File: src/rtl/const_mon_pkg.sv
// Shared types and helpers for the tie-off rail level monitor.
package const_mon_pkg;

  typedef enum logic [1:0] {
    ST_IDLE = 2'd0,
    ST_ARM  = 2'd1,
    ST_MON  = 2'd2,
    ST_CLR  = 2'd3
  } mon_state_e;

  localparam int unsigned ARM_CYCLES = 2;
  localparam int unsigned POP_MAX_W  = 64;

  function automatic int unsigned popcount(input logic [POP_MAX_W-1:0] v);
    int unsigned n;
    n = 0;
    for (int i = 0; i < POP_MAX_W; i++) n = n + {31'd0, v[i]};
    return n;
  endfunction

endpackage

File: src/rtl/const_mon_bit.sv
// One monitored tie line: 2-flop synchronizer, debounce counter, sticky flag
// and a combinational rise pulse that fires on the edge the flag sets.
module const_mon_bit
  import const_mon_pkg::*;
#(
  parameter int unsigned DEBOUNCE = 4
) (
  input  logic clock,
  input  logic resetb,
  input  logic tie_i,
  input  logic exp_i,
  input  logic mon_i,
  input  logic clr_i,
  output logic flag_o,
  output logic rise_o
);

  localparam logic [3:0] DEB = 4'(DEBOUNCE);

  logic       sync1_q, sync2_q;
  logic [3:0] cnt_q, cnt_d;
  logic       flag_q, flag_d;
  logic       mismatch;

  always_comb begin
    mismatch = sync2_q ^ exp_i;
    rise_o   = mon_i && mismatch && !flag_q && (cnt_q == DEB - 4'd1);
    cnt_d    = 4'd0;
    flag_d   = flag_q;
    if (clr_i) begin
      flag_d = 1'b0;
    end else begin
      // Counter only runs while monitoring; any match or non-MON cycle zeroes it.
      if (mon_i && mismatch) cnt_d = (cnt_q == DEB) ? DEB : cnt_q + 4'd1;
      if (rise_o) flag_d = 1'b1;
    end
  end

  always_ff @(posedge clock) begin
    if (!resetb) begin
      sync1_q <= 1'b0;
      sync2_q <= 1'b0;
      cnt_q   <= 4'd0;
      flag_q  <= 1'b0;
    end else begin
      sync1_q <= tie_i;
      sync2_q <= sync1_q;
      cnt_q   <= cnt_d;
      flag_q  <= flag_d;
    end
  end

  assign flag_o = flag_q;

endmodule

File: src/rtl/const_level_monitor.sv
// Tie-off rail level monitor: per-line debounced sticky faults, saturating
// fault-event counter and a four-phase clear handshake for firmware.
module const_level_monitor
  import const_mon_pkg::*;
#(
  parameter int unsigned WIDTH    = 8,
  parameter int unsigned DEBOUNCE = 4,
  parameter int unsigned CNT_W    = 8
) (
  input  logic             clock,
  input  logic             resetb,
  inout  wire              vccd,
  inout  wire              vssd,
  input  logic [WIDTH-1:0] tie_in,
  input  logic [WIDTH-1:0] tie_exp,
  input  logic             enable,
  input  logic             clear_req,
  output logic             clear_ack,
  output logic [WIDTH-1:0] fault_flag,
  output logic             fault_any,
  output logic [CNT_W-1:0] fault_cnt,
  output logic [1:0]       mon_state
);

  localparam logic [1:0]  ARM_LOAD = 2'(ARM_CYCLES);
  localparam int unsigned CNT_MAX  = (32'd1 << CNT_W) - 32'd1;

  mon_state_e           state_q, state_d;
  logic [1:0]           timer_q, timer_d;
  logic [CNT_W-1:0]     cnt_q, cnt_d;
  logic                 any_q, any_d;
  logic                 ack_q;
  logic                 mon_en, clr_en;
  logic [WIDTH-1:0]     rise;
  logic [POP_MAX_W-1:0] rise_ext;
  int unsigned          sum;
  logic                 unused_pwr;

  assign unused_pwr = vccd ^ vssd;

  always_comb begin
    state_d = state_q;
    timer_d = timer_q;
    unique case (state_q)
      ST_IDLE: begin
        if (clear_req) begin
          state_d = ST_CLR;
        end else if (enable) begin
          state_d = ST_ARM;
          timer_d = ARM_LOAD;
        end
      end
      ST_ARM: begin
        // clear_req is deliberately ignored here; it is picked up in MON.
        if (!enable) begin
          state_d = ST_IDLE;
          timer_d = 2'd0;
        end else if (timer_q <= 2'd1) begin
          state_d = ST_MON;
          timer_d = 2'd0;
        end else begin
          timer_d = timer_q - 2'd1;
        end
      end
      ST_MON: begin
        if (clear_req)   state_d = ST_CLR;
        else if (!enable) state_d = ST_IDLE;
      end
      ST_CLR: begin
        if (!clear_req) begin
          if (enable) begin
            state_d = ST_ARM;
            timer_d = ARM_LOAD;
          end else begin
            state_d = ST_IDLE;
          end
        end
      end
      default: state_d = ST_IDLE;
    endcase
  end

  // Clear handshake: ack mirrors "state is CLR", so it rises one edge after
  // clear_req is seen high and falls one edge after it is seen low.
  assign mon_en = (state_q == ST_MON) && (state_d == ST_MON);
  assign clr_en = (state_d == ST_CLR);

  for (genvar i = 0; i < WIDTH; i++) begin : g_bit
    const_mon_bit #(.DEBOUNCE(DEBOUNCE)) u_bit (
      .clock  (clock),
      .resetb (resetb),
      .tie_i  (tie_in[i]),
      .exp_i  (tie_exp[i]),
      .mon_i  (mon_en),
      .clr_i  (clr_en),
      .flag_o (fault_flag[i]),
      .rise_o (rise[i])
    );
  end

  assign rise_ext = POP_MAX_W'(rise);

  always_comb begin
    sum   = 32'(cnt_q) + popcount(rise_ext);
    cnt_d = (sum > CNT_MAX) ? CNT_W'(CNT_MAX) : CNT_W'(sum);
    any_d = |(fault_flag | rise);
    if (clr_en) begin
      cnt_d = '0;
      any_d = 1'b0;
    end
  end

  always_ff @(posedge clock) begin
    if (!resetb) begin
      state_q <= ST_IDLE;
      timer_q <= 2'd0;
      cnt_q   <= '0;
      any_q   <= 1'b0;
      ack_q   <= 1'b0;
    end else begin
      state_q <= state_d;
      timer_q <= timer_d;
      cnt_q   <= cnt_d;
      any_q   <= any_d;
      ack_q   <= clr_en;
    end
  end

  assign mon_state = state_q;
  assign clear_ack = ack_q;
  assign fault_any = any_q;
  assign fault_cnt = cnt_q;

endmodule

File: config.mk
export PLATFORM = sky130hd
export DESIGN_NAME = const_level_monitor
export DESIGN_NICKNAME = d
export VERILOG_FILES = /design/src/rtl/const_mon_pkg.sv /design/src/rtl/const_mon_bit.sv /design/src/rtl/const_level_monitor.sv
export SDC_FILE = /design/constraint.sdc
export NUM_CORES = 1
export LEC_CHECK = 0
export CAP_MARGIN = 20
export CORE_ASPECT_RATIO = 1.25
export CORE_MARGIN = 2
export CORE_UTILIZATION = 43
export DETAILED_ROUTE_END_ITERATION = 7
export PLACE_DENSITY = 0.74
export SYNTH_ARGS = -nofsm -noshare
export SYNTH_HDL_FRONTEND = slang
export SYNTH_SLANG_ARGS = --single-unit
File: constraint.sdc
create_clock -name clock -period 5.5 [get_ports clock]
set_input_delay 0.55 -clock clock [delete_from_list [all_inputs] [get_ports clock]]
set_output_delay 0.55 -clock clock [all_outputs]
set_load 0.005 [all_outputs]
[Word-level counts from Yosys, hierarchy flattened]
Cells that the tools add are included.
Operators by class
  bitwise logic cells: 18
  reduce and logical (&&, ||, !) cells: 55
  equal/unequal tests: 23
  add/subtract/negate cells: 17
  $lt $le $gt $ge: 2
  multiplexer cells: 23
Operators by type and width (count)
  4-bit by 1-bit adder with 4-bit output, second input constant: 8
  4-bit by 2-bit == test with 1-bit output, second input constant: 8
  4-bit by 3-bit == test with 1-bit output, second input constant: 8
  4-bit OR reduction: 8
  1-bit logical AND: 25
  3-bit two-way mux: 8
  3-bit OR reduction: 8
  2-bit two-way mux: 11
  8-bit by 8-bit adder with 9-bit output: 1
  9-bit by 8-bit greater-than comparator with 1-bit output, second input constant: 1
  1-bit inverter: 9
  7-bit by 1-bit adder with 8-bit output: 1
  2-bit == test, second input constant: 4
  1-bit zero test: 8
  8-bit two-way mux: 1
  8-bit bitwise OR: 1
  2-bit one-hot mux with 4 select lines: 1
  8-bit OR reduction: 1
  1-bit bitwise XOR: 8
  6-bit by 1-bit adder with 7-bit output: 1
  5-bit by 1-bit adder with 6-bit output: 1
  4-bit by 1-bit adder with 5-bit output: 1
  3-bit by 1-bit adder with 4-bit output: 1
  2-bit one-hot mux with 2 select lines: 1
  other kinds (12): 13
Storage, ports and cells
  flip-flop bits (word level): 70
  word-level logic and storage cells: 183

[Longest topological paths before layout]
Gate-level depths: netlist (run 1).
  depth after elaboration: 19
  mapped depth: 18

[By module]
A second synthesis (run 1) with hierarchy kept.
Unflattened totals
  cells, all modules: 392
  area total of the unflattened synthesis: 3432.0 um2
Modules (own cells, without submodules)
  const_mon_bit at g_bit[0].u_bit ...: times used 7, area an instance 306.5 um2, seq. area each 140.1 um2, cells an instance 35
  const_level_monitor: times used 1, area an instance 991.0 um2, seq. area each 280.3 um2, cells an instance 114
  const_mon_bit at g_bit[7].u_bit: times used 1, area an instance 295.3 um2, seq. area each 140.1 um2, cells an instance 33

[Worst setup path after synthesis (run 1)]
Ideal clock, no wire load.
  path kind: input to register
  start: in enable
  end: reg cnt_q[6], in the netlist fault_cnt[6]
  path buffers: 1
  cell stages on the path: 16
  slack: 689 ps
  data required time: 5373 ps
  library setup time: 127 ps
  arrival time: 4684 ps
  cells stage by stage: buf_4 -> nand3b_1 -> a221o_1 -> a221o_2 -> nor2_1 -> fa_1 -> inv_1 -> fa_1 -> fa_1 -> fa_1 -> fa_1 -> nor2b_1 -> o21ai_0 -> nor2b_1 -> nor4b_1 -> nor3_1
On the way
  cells in the longest elaborated chain, start to end: 18
  elaborated cells on any way between the ends: 46
  those cells by class: add/sub: 8; order compare: 1; eq/ne: 2; mux: 9; reduce/logical: 26
Ends and longest elaborated chain
  from (decl): line const_level_monitor.sv:16  | input logic enable,
  1-bit two-way mux (tied with other cells): line const_level_monitor.sv:71  | if (enable) begin
  2-bit two-way mux, on equally long branches: line const_level_monitor.sv:70, const_level_monitor.sv:46, const_level_monitor.sv:66
  2-bit one-hot mux with 4 select lines (*): line const_level_monitor.sv:44  | unique case (state_q)
  2-bit == test (*): line const_level_monitor.sv:85  | assign mon_en = (state_q == ST_MON) && (state_d == ST_MON);
  1-bit logical AND (*): line const_level_monitor.sv:85
  1-bit logical AND (*) (3 in a row): line const_mon_bit.sv:27  | rise_o = mon_i && mismatch && !flag_q && (cnt_q == DEB - 4'd1);
  named net g_bit[0].u_bit.rise_o: line const_mon_bit.sv:15  | output logic rise_o
  1-bit by 1-bit adder with 2-bit output (*): line const_mon_pkg.sv:17  | for (int i = 0; i < POP_MAX_W; i++) n = n + {31'd0, v[i]};
  2-bit by 1-bit adder with 3-bit output (*): line const_mon_pkg.sv:17
  3-bit by 1-bit adder with 4-bit output (*): line const_mon_pkg.sv:17
  4-bit by 1-bit adder with 5-bit output (*): line const_mon_pkg.sv:17
  5-bit by 1-bit adder with 6-bit output (*): line const_mon_pkg.sv:17
  6-bit by 1-bit adder with 7-bit output (*): line const_mon_pkg.sv:17
  7-bit by 1-bit adder with 8-bit output (*): line const_mon_pkg.sv:17
  8-bit by 8-bit adder with 9-bit output (*): line const_level_monitor.sv:104  | sum = 32'(cnt_q) + popcount(rise_ext);
  9-bit by 8-bit greater-than comparator with 1-bit output: line const_level_monitor.sv:105  | cnt_d = (sum > CNT_MAX) ? CNT_W'(CNT_MAX) : CNT_W'(sum);
  8-bit two-way mux (*): line const_level_monitor.sv:105
  to (signal assigned): line const_level_monitor.sv:123  | cnt_q <= cnt_d;
  to (decl): line const_level_monitor.sv:30  | logic [CNT_W-1:0] cnt_q, cnt_d;
The timed path passes the listed nets; every way through them passes the cells marked *.
A chain may end at the register's enable or synchronous reset.

[Worst setup path after layout (run 1)]
Same ends and word-level chain as after synthesis.

==> flow_summary.yaml, run 1 <==
clock_tree:
  clock_path_buffers: 2
  clkLatencyLatePin_ns: 0.35
  clk_pin_slew_ns: 0.07
  cts_tree: "built"
  cts_resized: 0
  clock-root-buffer: "clkbuf_8"
  cts_hold_buf: 0
  cts_buffers: 9
  h-tree-depth: 3
  cts_sinks: 70
  cts_post_setup_buffers_inserted: 0
synthesis:
  async_flop_share_pct: 0
  synth-main-ff-cell: "dfxtp_1"
  synthCells: 378
  ys_ff_latch: 70
  synth_area_um2: 3370
  yosysSeqAreaShare_pct: 41.6
  ys_warn_count: 0
  netlist-cell-type-count: 40
  synth_nets: 431
  synth_edf_count: 0
  avgSynthCellArea_um2: 8.91
global_route:
  track_usage_pct: 16.2
  grt_pass1_wl_um: 11000
  grt_pass1_vias: 2562
  antenna_found_initial: 0
  grt_max_degree: 20
  grt_overflow_total: 0
drt:
  routed_wl_um: 6440
  drc: 0
  drt_iter0_markers: 54
  routedWlPerCell_um: 12.4
  drtPass1Iterations: 4
  via_count: 2631
  ant_nets: 0
  via_per_inst: 5.06
place:
  place.gp.congestion: 0.842
  dp_hpwl_um: 4860
  dpl-instance-area_um2: 3820
  placedCellCount: 504
  io_buffers: 39
  dp_slack_ns: -0.0683
min_path:
  hold_end: "g_bit[2].u_bit.sync2_q"
  hold_depth: 1
  hold_path.startpoint: "g_bit[2].u_bit.sync1_q"
  hold_class: "flop to flop"
critical_path:
  rrSetupSlack_ns: 0.41
  rr_startpoint: "mon_state[0]"
  cp.depth: 16
  crit_top_cell: "fa_1"
  path_class: "input pin to flop"
  r2r-end: "fault_cnt[6]"
  path_cells: "clkdlybuf4s50_1 > o21ai_0 > a221o_1 > a221o_2 > nor2_1 > fa_1 > inv_1 > fa_1 > fa_1 > fa_1 > fa_1 > nor2b_1 > o21ai_0 > nor2b_1 > nor4b_1 > nor3_1"
  start_kind: "input pin"
  critPathMaxStageDelay_ns: 0.57
  cpLargestDelayFamily: "adder cells"
  critical_path.n_buffers_inverters: 2
  end_kind: "flop"
  worstPathMaxFanout: 6
  worst_ep_arrival_time_ns: 5.38
  crit_slowest_cell: "clkdlybuf4s50_1"
  crit_required_ns: 5.71
  ff2ff_path_depth: 17
die:
  fp.dieH_um: 103
  die-area_um2: 8560
  coreArea_um2: 7700
  die_width_um: 83.1
  num_io_pins: 42
  row_count: 36
  initial_core_util_pct: 43.7
layout:
  num-nets-final: 473
  utilization_pct: 52.5
  design_area_um2: 4040
  fin_cells: 520
  diodes: 0
  area_growth_pct: 20.0
  final_layout_size_suffix_gt1_share_pct: 8.24
pwr:
  leakage_nw: 1.56
  power.total_mw: 1.09
  power_density_nw_per_um2: 270
  peakVddDrop_uv: 128
sta:
  layout_min_cycle_time_ns: 5.17
  finClkSkew_ns: 0.0101
  post-route-period-util_pct: 94.0
  fin_ws_ns: 0.331
  slew_headroom_pct: 48.2
  final-setup-viol-count: 0
  untimed_endpoints: 2
  rsz0062_at_grt: "false"
  fmax_ghz: 0.193
  worstMarginPinSlew_ns: 0.777
  drv_slew: 0
  finalHoldViolations: 0
outcome:
  status: "finished clean"
flow_run:
  drv_cap: 0
==> synth_stat cells (9+ instances only) <==
master	instances	share of area (%)
nand3_1	24	3.6
nand2_1	22	2.5
nand3b_1	9	2.0
and2_1	17	3.2
o21ai_0	14	2.1
dfxtp_1	70	42
ha_1	26	9.7
inv_1	32	3.6
nand2b_1	11	2.0
buf_4	9	2.0
a21oi_1	19	2.8
nor2_1	35	3.9
nor3_1	19	2.8
==> how the worst max path moves through the flow <==
| stage | start | end | slack, ns |
|---|---|---|---|
| floorplan | enable | fault_cnt[6] | 0.69 |
| global placement | enable | fault_cnt[6] | 0.07 |
| detailed placement | enable | fault_cnt[6] | -0.07 |
| CTS | enable | fault_cnt[6] | 0.30 |
| global route | enable | fault_cnt[6] | 0.002 |
| finish | enable | fault_cnt[6] | 0.33 |
==> sequential cells by signal, indices dropped and copies added (netlist names) <==
name                 cells
mon_state                2
g_bit.u_bit.sync1_q      8
g_bit.u_bit.cnt_q       32
timer_q                  2
clear_ack                1
fault_cnt                8
g_bit.u_bit.sync2_q      8
fault_any                1
g_bit.u_bit.flag_o       8
==> area by class of cell <==
type                       instances  area (um2)
tap                               95         119
multi-input combinational        265        1770
fill                             700        3660
clock buffer                      13         179
clock inverter                     3        40.0
timing repair buffer              42         413
sequential                        70        1400
inverter                          32         120
==> stage by stage <==
| step | TNS [ns] | hold slack (ns) |
|---|---|---|
| 2_1_floorplan | 0 | 0.412 |
| 3_3_place_gp | 0 | 0.414 |
| 3_5_place_dp | -0.0765 | 0.422 |
| 4_1_cts | 0 | 0.438 |
| 5_1_grt | 0 | 0.456 |
| 6_report | 0 | 0.436 |
==> cell usage in the layout (no fill, tap or decap), types with 9 or more instances in the layout <==
cell type / count
a21oi_1: 19
and2_1: 17
clkbuf_8: 13
clkdlybuf4s50_1: 39
dfxtp_1: 70
ha_1: 26
inv_1: 32
nand2_1: 22
nand2b_1: 11
nand3_1: 24
nand3b_1: 9
nor2_1: 35
nor3_1: 19
o21ai_0: 14
==> layer usage <==
| layer | global-route usage, % | wire (um) |
|---|---|---|
| met5 | 0 | 0 |
| met4 | 8.58 | 110 |
| met3 | 3.76 | 181 |
| met2 | 30.6 | 3310 |
| met1 | 16.8 | 2830 |
==> cell families after synthesis <==
| logic type | count (synthesis) | share of synthesized area, % |
|---|---|---|
| AOI/OAI and AO/OA | 57 | 10.7 |
| xor gates and xnor gates | 11 | 2.86 |
| adders and majority gates | 31 | 12.6 |
| buffers and inverters | 43 | 5.83 |
| DFF | 70 | 41.6 |
| muxes | 1 | 0.297 |
| and+or+nand+nor | 165 | 26.0 |
==> power by group <==
part / internal (mW) / switching (mW)
logic: 0.0532 / 0.0684
registers: 0.520 / 0.0107
clock network: 0.257 / 0.183
No activity file was read; power rests on OpenSTA's default activity.
==> run 2: changes to the inputs <==
--- a/config.mk
+++ b/config.mk
@@ -10,6 +10,7 @@
 export CORE_MARGIN = 2
 export CORE_UTILIZATION = 43
 export DETAILED_ROUTE_END_ITERATION = 7
+export GPL_ROUTABILITY_DRIVEN = 0
 export PLACE_DENSITY = 0.74
 export SYNTH_ARGS = -nofsm -noshare
 export SYNTH_HDL_FRONTEND = slang
==> results of run 2 <==
Final layout, timing and power as in run 1 (identical DEF).
